**src/rtl/irq_pkg.sv**
```systemverilog
// rtl/irq_pkg.sv - shared types, vector defaults and address helper for irq_requester
package irq_pkg;

    typedef enum logic [1:0] {
        IDLE    = 2'd0,
        REQ     = 2'd1,
        SERVICE = 2'd2
    } irq_state_e;

    localparam logic [31:0] VEC_BASE_DEF   = 32'h0000_0100;
    localparam logic [31:0] VEC_STRIDE_DEF = 32'h0000_0010;

    // Vector arithmetic is modulo 2^32; a wrapped address is intentional, not an error.
    function automatic logic [31:0] vec_addr(input logic [31:0] base,
                                             input logic [31:0] stride,
                                             input logic [31:0] id32);
        return base + id32 * stride;
    endfunction

endpackage

```
**src/rtl/irq_requester_if.sv**
```systemverilog
// rtl/irq_requester_if.sv - interrupt source/request bundle between accelerators, core and requester
interface irq_requester_if #(
    parameter int NUM_SRC = 4
);
    localparam int ID_W = $clog2(NUM_SRC);

    logic [NUM_SRC-1:0] done;
    logic               mask_we;
    logic [NUM_SRC-1:0] mask_wd;
    logic               int_ack;
    logic               eoi;
    logic               interrupt;
    logic [31:0]        int_addr;
    logic [ID_W-1:0]    int_id;
    logic [NUM_SRC-1:0] pending;
    logic [NUM_SRC-1:0] mask;
    logic               in_service;

    // master: the requester raising the interrupt; slave: the core/accelerator side
    modport master (
        input  done, mask_we, mask_wd, int_ack, eoi,
        output interrupt, int_addr, int_id, pending, mask, in_service
    );

    modport slave (
        output done, mask_we, mask_wd, int_ack, eoi,
        input  interrupt, int_addr, int_id, pending, mask, in_service
    );

endinterface

```
**src/rtl/prio_enc.sv**
```systemverilog
// rtl/prio_enc.sv - combinational fixed-priority encoder, bit 0 highest priority
module prio_enc #(
    parameter  int NUM_SRC = 4,
    localparam int ID_W    = $clog2(NUM_SRC)
) (
    input  logic [NUM_SRC-1:0] eligible,
    output logic               any,
    output logic [ID_W-1:0]    winner
);

    always_comb begin
        any    = |eligible;
        winner = '0;
        for (int i = NUM_SRC - 1; i >= 0; i--) begin
            if (eligible[i]) begin
                winner = ID_W'(i);
            end
        end
    end

endmodule

```
**src/rtl/irq_requester.sv**
```systemverilog
// rtl/irq_requester.sv - pending capture, masking, fixed-priority arbitration and interrupt handshake FSM
module irq_requester
    import irq_pkg::*;
#(
    parameter int          NUM_SRC    = 4,
    parameter logic [31:0] VEC_BASE   = VEC_BASE_DEF,
    parameter logic [31:0] VEC_STRIDE = VEC_STRIDE_DEF
) (
    input  logic           clk,
    input  logic           reset,
    irq_requester_if.master bus
);

    localparam int ID_W = $clog2(NUM_SRC);

    irq_state_e         state_q, state_d;
    logic [NUM_SRC-1:0] done_q, done_d;
    logic [NUM_SRC-1:0] pending_q, pending_d;
    logic [NUM_SRC-1:0] mask_q, mask_d;
    logic [ID_W-1:0]    int_id_q, int_id_d;
    logic [31:0]        int_addr_q, int_addr_d;

    logic [NUM_SRC-1:0] rise;
    logic [NUM_SRC-1:0] clr;
    logic [NUM_SRC-1:0] eligible;
    logic               any;
    logic [ID_W-1:0]    winner;

    assign eligible = pending_q & ~mask_q;

    prio_enc #(.NUM_SRC(NUM_SRC)) u_prio_enc (
        .eligible (eligible),
        .any      (any),
        .winner   (winner)
    );

    always_comb begin
        state_d    = state_q;
        int_id_d   = int_id_q;
        int_addr_d = int_addr_q;
        clr        = '0;
        rise       = bus.done & ~done_q;

        case (state_q)
            IDLE: begin
                if (any) begin
                    int_id_d   = winner;
                    int_addr_d = vec_addr(VEC_BASE, VEC_STRIDE, 32'(winner));
                    state_d    = REQ;
                end
            end
            REQ: begin
                // The granted request is frozen here; masks and new edges only affect the next grant.
                if (bus.int_ack) begin
                    clr     = NUM_SRC'(1) << int_id_q;
                    state_d = SERVICE;
                end
            end
            SERVICE: begin
                if (bus.eoi) begin
                    state_d = IDLE;
                end
            end
            default: state_d = IDLE;
        endcase

        pending_d = (pending_q & ~clr) | rise;
        mask_d    = bus.mask_we ? bus.mask_wd : mask_q;
        done_d    = bus.done;
    end

    always_ff @(posedge clk or negedge reset) begin
        if (!reset) begin
            state_q    <= IDLE;
            done_q     <= '0;
            pending_q  <= '0;
            mask_q     <= '0;
            int_id_q   <= '0;
            int_addr_q <= '0;
        end else begin
            state_q    <= state_d;
            done_q     <= done_d;
            pending_q  <= pending_d;
            mask_q     <= mask_d;
            int_id_q   <= int_id_d;
            int_addr_q <= int_addr_d;
        end
    end

    assign bus.interrupt  = (state_q == REQ);
    assign bus.in_service = (state_q == SERVICE);
    assign bus.int_id     = int_id_q;
    assign bus.int_addr   = int_addr_q;
    assign bus.pending    = pending_q;
    assign bus.mask       = mask_q;

endmodule

```
**src/flat_wrapper.sv**
```systemverilog
// flat-port wrapper written by rule: the top's interface ports become plain ports
module irq_requester_flat import irq_pkg::*;
#(
    parameter int          NUM_SRC    = 4,
    parameter logic [31:0] VEC_BASE   = VEC_BASE_DEF,
    parameter logic [31:0] VEC_STRIDE = VEC_STRIDE_DEF
)
  (clk, reset, bus_done, bus_mask_we, bus_mask_wd, bus_int_ack, bus_eoi, bus_interrupt, bus_int_addr, bus_int_id, bus_pending, bus_mask, bus_in_service);
  irq_requester_if #(.NUM_SRC(NUM_SRC)) bus_i ();
  input  logic clk;
  input  logic reset;
  input wire logic [$bits(bus_i.done)-1:0] bus_done;
  input wire logic [$bits(bus_i.mask_we)-1:0] bus_mask_we;
  input wire logic [$bits(bus_i.mask_wd)-1:0] bus_mask_wd;
  input wire logic [$bits(bus_i.int_ack)-1:0] bus_int_ack;
  input wire logic [$bits(bus_i.eoi)-1:0] bus_eoi;
  output wire logic [$bits(bus_i.interrupt)-1:0] bus_interrupt;
  output wire logic [$bits(bus_i.int_addr)-1:0] bus_int_addr;
  output wire logic [$bits(bus_i.int_id)-1:0] bus_int_id;
  output wire logic [$bits(bus_i.pending)-1:0] bus_pending;
  output wire logic [$bits(bus_i.mask)-1:0] bus_mask;
  output wire logic [$bits(bus_i.in_service)-1:0] bus_in_service;
  assign bus_i.done = bus_done;
  assign bus_i.mask_we = bus_mask_we;
  assign bus_i.mask_wd = bus_mask_wd;
  assign bus_i.int_ack = bus_int_ack;
  assign bus_i.eoi = bus_eoi;
  assign bus_interrupt = bus_i.interrupt;
  assign bus_int_addr = bus_i.int_addr;
  assign bus_int_id = bus_i.int_id;
  assign bus_pending = bus_i.pending;
  assign bus_mask = bus_i.mask;
  assign bus_in_service = bus_i.in_service;
  irq_requester #(.NUM_SRC(NUM_SRC), .VEC_BASE(VEC_BASE), .VEC_STRIDE(VEC_STRIDE)) u_core (.clk(clk), .reset(reset), .bus(bus_i));
endmodule
```
**config.mk**
```make
export PLATFORM = sky130hd
export DESIGN_NAME = irq_requester_flat
export DESIGN_NICKNAME = d
export VERILOG_FILES = /design/src/rtl/irq_pkg.sv /design/src/rtl/irq_requester_if.sv /design/src/rtl/prio_enc.sv /design/src/rtl/irq_requester.sv /design/src/flat_wrapper.sv
export SDC_FILE = /design/constraint.sdc
export NUM_CORES = 1
export LEC_CHECK = 0
export BUFFER_PORTS_ARGS = -buffer_cell sky130_fd_sc_hd__buf_2
export CAP_MARGIN = 20
export CORE_MARGIN = 2
export CORE_UTILIZATION = 40
export DETAILED_ROUTE_END_ITERATION = 10
export GPL_ROUTABILITY_DRIVEN = 0
export GPL_TIMING_DRIVEN = 1
export PLACE_DENSITY = 0.75
export SLEW_MARGIN = 20
export SYNTH_ARGS = -nofsm -noshare
export SYNTH_HDL_FRONTEND = slang
export SYNTH_SLANG_ARGS = --single-unit
```
**constraint.sdc**
```tcl
create_clock -name clk -period 1.3 [get_ports clk]
set_input_delay 0.195 -clock clk [delete_from_list [all_inputs] [get_ports clk]]
set_output_delay 0.195 -clock clk [all_outputs]
set_load 0.05 [all_outputs]
```
* After elaboration in Yosys (flattened, before gate mapping)
Index checks and enable logic that the tools add are counted.
** Word-level totals
- Bits in registers :: 48
- Input bits :: 13
- Logic and storage cells :: 34
** Operators by class
- Add/subtract/negate cells :: 1
- Equality and inequality tests :: 5
- Shift operators :: 1
- Multiplexer cells :: 10
- Bitwise logic cells :: 7
- Reduce and logical (&&, ||, !) cells :: 4
** Operator list (count)
- $mux W2 :: 7
- $and A4 B4 Y4 :: 3
- $not A4 Y4 :: 3
- $add A9 B6 Y10 const A :: 1
- $mux W4 :: 2
- $pmux W2 S3 :: 1
- $ne A2 B2 Y1 const B :: 2
- $or A4 B4 Y4 :: 1
- $reduce_or A4 Y1 :: 1
- $shl A1 B2 Y4 const A :: 1
- $reduce_and A3 Y1 :: 1
- $eq A2 B1 Y1 const B :: 1
- $eq A2 B2 Y1 const B :: 1
- $logic_not A2 Y1 :: 1
- $ne A2 B1 Y1 const B :: 1
- $reduce_and A2 Y1 :: 1

* Depth between registers and ports, before layout
- Depth after elaboration :: 7
- Depth in mapped cells :: 3

* By module
A second synthesis with hierarchy kept.
** Unflattened totals
- Cell total of the unflattened synthesis :: 93
- Area total of the unflattened synthesis :: 952.2 µm²
** Modules (own cells, without submodules)
- irq_requester :: times used 1, cells each 86, area each 917.1 µm²
- prio_enc :: times used 1, cells each 7, area each 35.0 µm²

* Worst setup path before layout
OpenSTA, ideal clock, no wires.
- Kind :: register -> register
- Start point :: reg u_core.bus.int_addr[5] (netlist name)
- End point :: reg u_core.pending_q[2] (netlist: u_core.bus.pending[2])
- Setup time :: 0.121 ns
- Arrival time :: 1.304 ns
- Required time :: 1.179 ns
- Slack :: -0.125 ns
- Cell stages (with the launch flop) :: 4
- Cells stage by stage :: dfrtp_1 inv_1 or3_1 a22o_1
** RTL lines
- end signal, assigned :: line irq_requester.sv:83 : pending_q <= pending_d;
- end, declared :: line irq_requester.sv:18 : logic [NUM_SRC-1:0] pending_q, pending_d;

* Worst setup path in the final report
- Start point :: reg u_core.state_q[0]
- End point :: out bus_in_service
** On the way
- Cells in the longest elaborated chain, start to end :: 1
** Ends and longest elaborated chain
- start, declared :: line irq_requester.sv:16 : irq_state_e state_q, state_d;
- start signal, assigned :: line irq_requester.sv:81 : state_q <= state_d;
- $eq A2 B2 Y1 :: line irq_requester.sv:91 : assign bus.in_service = (state_q == SERVICE);
- end, declared :: line flat_wrapper.sv:22 : output wire logic [$bits(bus_i.in_service)-1:0] bus_in_service;
Every way passes these cells.

==> metrics.md <==
| Metric | Value |
|---|---|
| Finished Cell Area | `1090 µm²` |
| Setup violations, final | `2` |
| Setup crit end kind | `primary output` |
| Post-route setup slack | `-0.0448 ns` |
| Mapped Cells | `88` |
| Fin. Hold Viols | `0` |
| Die Width | `52.0 µm` |
| Critical Path Max Stage Delay | `0.40 ns` |
| CTS tree | `yes` |
| Total GRT Usage | `0.131` |
| Die Y | `52.0 µm` |
| Switching power total | `1370 µW` |
| Remaining global-route overflow | `0` |
| DRT iter0 DRCs | `4` |
| RSZ-0062 raised after global routing | `true` |
| Ratio of cells with drive above 1 in the final layout | `0.411` |
| Slew Limit Fails | `0` |
| Post-place instance area | `972 µm²` |
| Initial antenna violation count | `0` |
| Vias in the first global route | `614` |
| Total wire length | `1630 µm` |
| Total CTS buffers | `3` |
| Clk pin slew, worst setup/hold paths | `0.10 ns` |
| Fmax | `744 MHz` |
| Avg Cell Area, Syn | `10.5 µm²` |
| Netlist cell types | `23` |
| Area growth syn-to-layout | `18.0%` |
| Tcrit/Tclk final | `1.03` |
| Sequential power share | `0.299` |
| Die area | `2710 µm²` |
| Deepest clock path buffer count | `2` |
| Worst skew pair latency | `0.29 ns` |
| First-pass GRT wire length | `2580 µm` |
| Mapped Area | `922 µm²` |
| Pint | `1300 µW` |
| Critical Path AT | `1.15 ns` |
| Max Cap Violations | `0` |
| Max IR drop VDD | `1.42 mV` |
| H-tree depth | `1` |
| Pwr per Cell Area | `2450 nW/µm²` |
| Comb power frac | `0.596` |
| Final Critical Period | `1.34 ns` |
| Hold Path Class | `in2reg` |
| Initial Util | `0.421` |
| Routed len/inst | `10.7 µm` |
| Core area | `2190 µm²` |
| Startpoint Class | `flip-flop` |
| Setup TNS | `-0.0872 ns` |
| Sw frac | `0.513` |
| ANT cells | `0` |
| YS warnings | `0` |
| Routed vias/inst | `4.26` |
| Root Buffer | `clkbuf_4` |
| Critical path's slowest cell | `dfrtp_1` |
| Crit path max fanout | `3` |
| Power, Total | `2660 µW` |
| Worst Path Required | `1.11 ns` |
| Row cnt | `17` |
| P_leak | `0.000554 µW` |
| Clock Skews | `0.00455 ns` |
| DRT Pass-1 Iters | `4` |
| Antenna-violating nets left | `0` |
| Number of buffers added on ports | `27` |
| Pre-CTS WS | `0.0819 ns` |
| # clock sinks | `17` |
| WS Path Type | `reg2out` |
| Routed vias | `648` |
| Status | `finished with violations` |
| #FFs+latches synth | `17` |
| Seq/Total Area, Yosys | `0.461` |
| Most frequent cells in the layout | `29 x conb_1, 23 x buf_2, 11 x dfrtp_1` |
| Largest net degree at the start of global routing | `18` |
| Final HPWL DP | `1220 µm` |
| DR DRC count | `0` |
| Failing checks | `negative setup slack` |
| Most common cell after layout, fill and taps aside | `conb_1` |
| CP cell instances | `or2b_1 > inv_1 > buf_6` |
| Top Ports | `57` |
| Clock power share | `0.105` |
| Layout net count | `138` |
what timing repair did:
item | 4_1_cts | 5_1_grt
endpoints found under the hold margin | 17 | 0
gates resized for setup | 7 | 1
buffers inserted | 6 | 1
hold buffers | 1 | 0
endpoints found under the setup margin | 3 | 3
synth_stat cells (all sizes together):
cell type / n / area [µm²]
buf: 31 / 233
dfrtp: 17 / 425
o21ai: 8 / 40.0
inv: 7 / 26.3
mux2: 4 / 45.0
nor2b: 4 / 25.0
nand2b: 2 / 12.5
nor2: 2 / 10.0
a21oi: 1 / 5.00
a221oi: 1 / 8.76
a22o: 1 / 8.76
and2b: 1 / 8.76
conb: 1 / 3.75
nand3b: 1 / 7.51
nand4b: 1 / 8.76
o21a: 1 / 7.51
o2bb2ai: 1 / 8.76
o31ai: 1 / 7.51
o41ai: 1 / 16.3
or2b: 1 / 7.51
or3: 1 / 6.26
sequential cells by signal (all words and copies together) (netlist names):
register,flops
u_core.bus.int_id,1
u_core.bus.mask,4
u_core.bus.int_addr,2
u_core.done_q,4
u_core.state_q,2
u_core.bus.pending,4
kinds of logic (layout without fill, tap and decap cells):
logic type / count (synthesis) / in the layout / share of synthesized area
mux: 4 / 4 / 0.0488
other cells: 1 / 29 / 0.00407
simple gates: 13 / 13 / 0.0936
compound gates: 15 / 15 / 0.111
flops: 17 / 17 / 0.461
buf+inv: 38 / 46 / 0.281
path summary, 6_finish.rpt:
check | startpoint | endpoint | slack (ns) | cells after the start
max reg2reg | u_core.state_q[1] | u_core.bus.pending[2] | -0.04 | 4
max in group asynchronous | reset | u_core.bus.mask[0] | 0.66 | 2
min in group asynchronous | reset | u_core.done_q[1] | 0.34 | 2
max | u_core.state_q[0] | bus_in_service | -0.04 | 3
min | bus_done[1] | u_core.done_q[1] | 0.01 | 1
min reg2reg | u_core.done_q[0] | u_core.bus.pending[0] | 0.43 | 1
power by group through the flow:
stage / Clock, µW / Sequential [µW] / Combinational (µW)
final: 279 / 796 / 1590
after global routing: 308 / 825 / 1680
after CTS: 296 / 802 / 1540
after detailed placement: 0 / 825 / 1320
after global placement: 0 / 815 / 1310
after floorplan: 0 / 1130 / 843
cell type report:
cell class | instances | area [µm²]
clock buffer | 3 | 22.5
clock inverter | 1 | 5.00
fill | 222 | 1100
inverter | 7 | 26.3
multi-input combinational | 61 | 348
sequential | 17 | 433
tap | 28 | 35.0
timing repair buffer | 35 | 219
stage by stage:
stage / std cells / hold WS (ns) / utilization
3_3_place_gp: 140 / 0.126 / 0.444
3_5_place_dp: 140 / 0.138 / 0.444
4_1_cts: 151 / 0.00381 / 0.491
5_1_grt: 152 / 0.00400 / 0.497
2_1_floorplan: 116 / -0.101 / -
6_report: 152 / 0.0140 / 0.497
layer usage:
| layer | up-vias | wire length [µm] | GRT usage |
|---|---|---|---|
| li1 | 297 | - | - |
| met1 | 316 | 610 | 0.143 |
| met2 | 33 | 881 | 0.241 |
| met3 | 2 | 124 | 0.0201 |
| met4 | 0 | 17 | 0.0658 |
| met5 | - | 0 | 0 |
critical path, delay by kind of cell, from the launching register on:
kind | cells | cell delay [ns]
and+or+nand+nor | 1 | 0.24
DFF | 1 | 0.40
buffers and inverters | 2 | 0.22
Power figures use the tool's default switching activity.
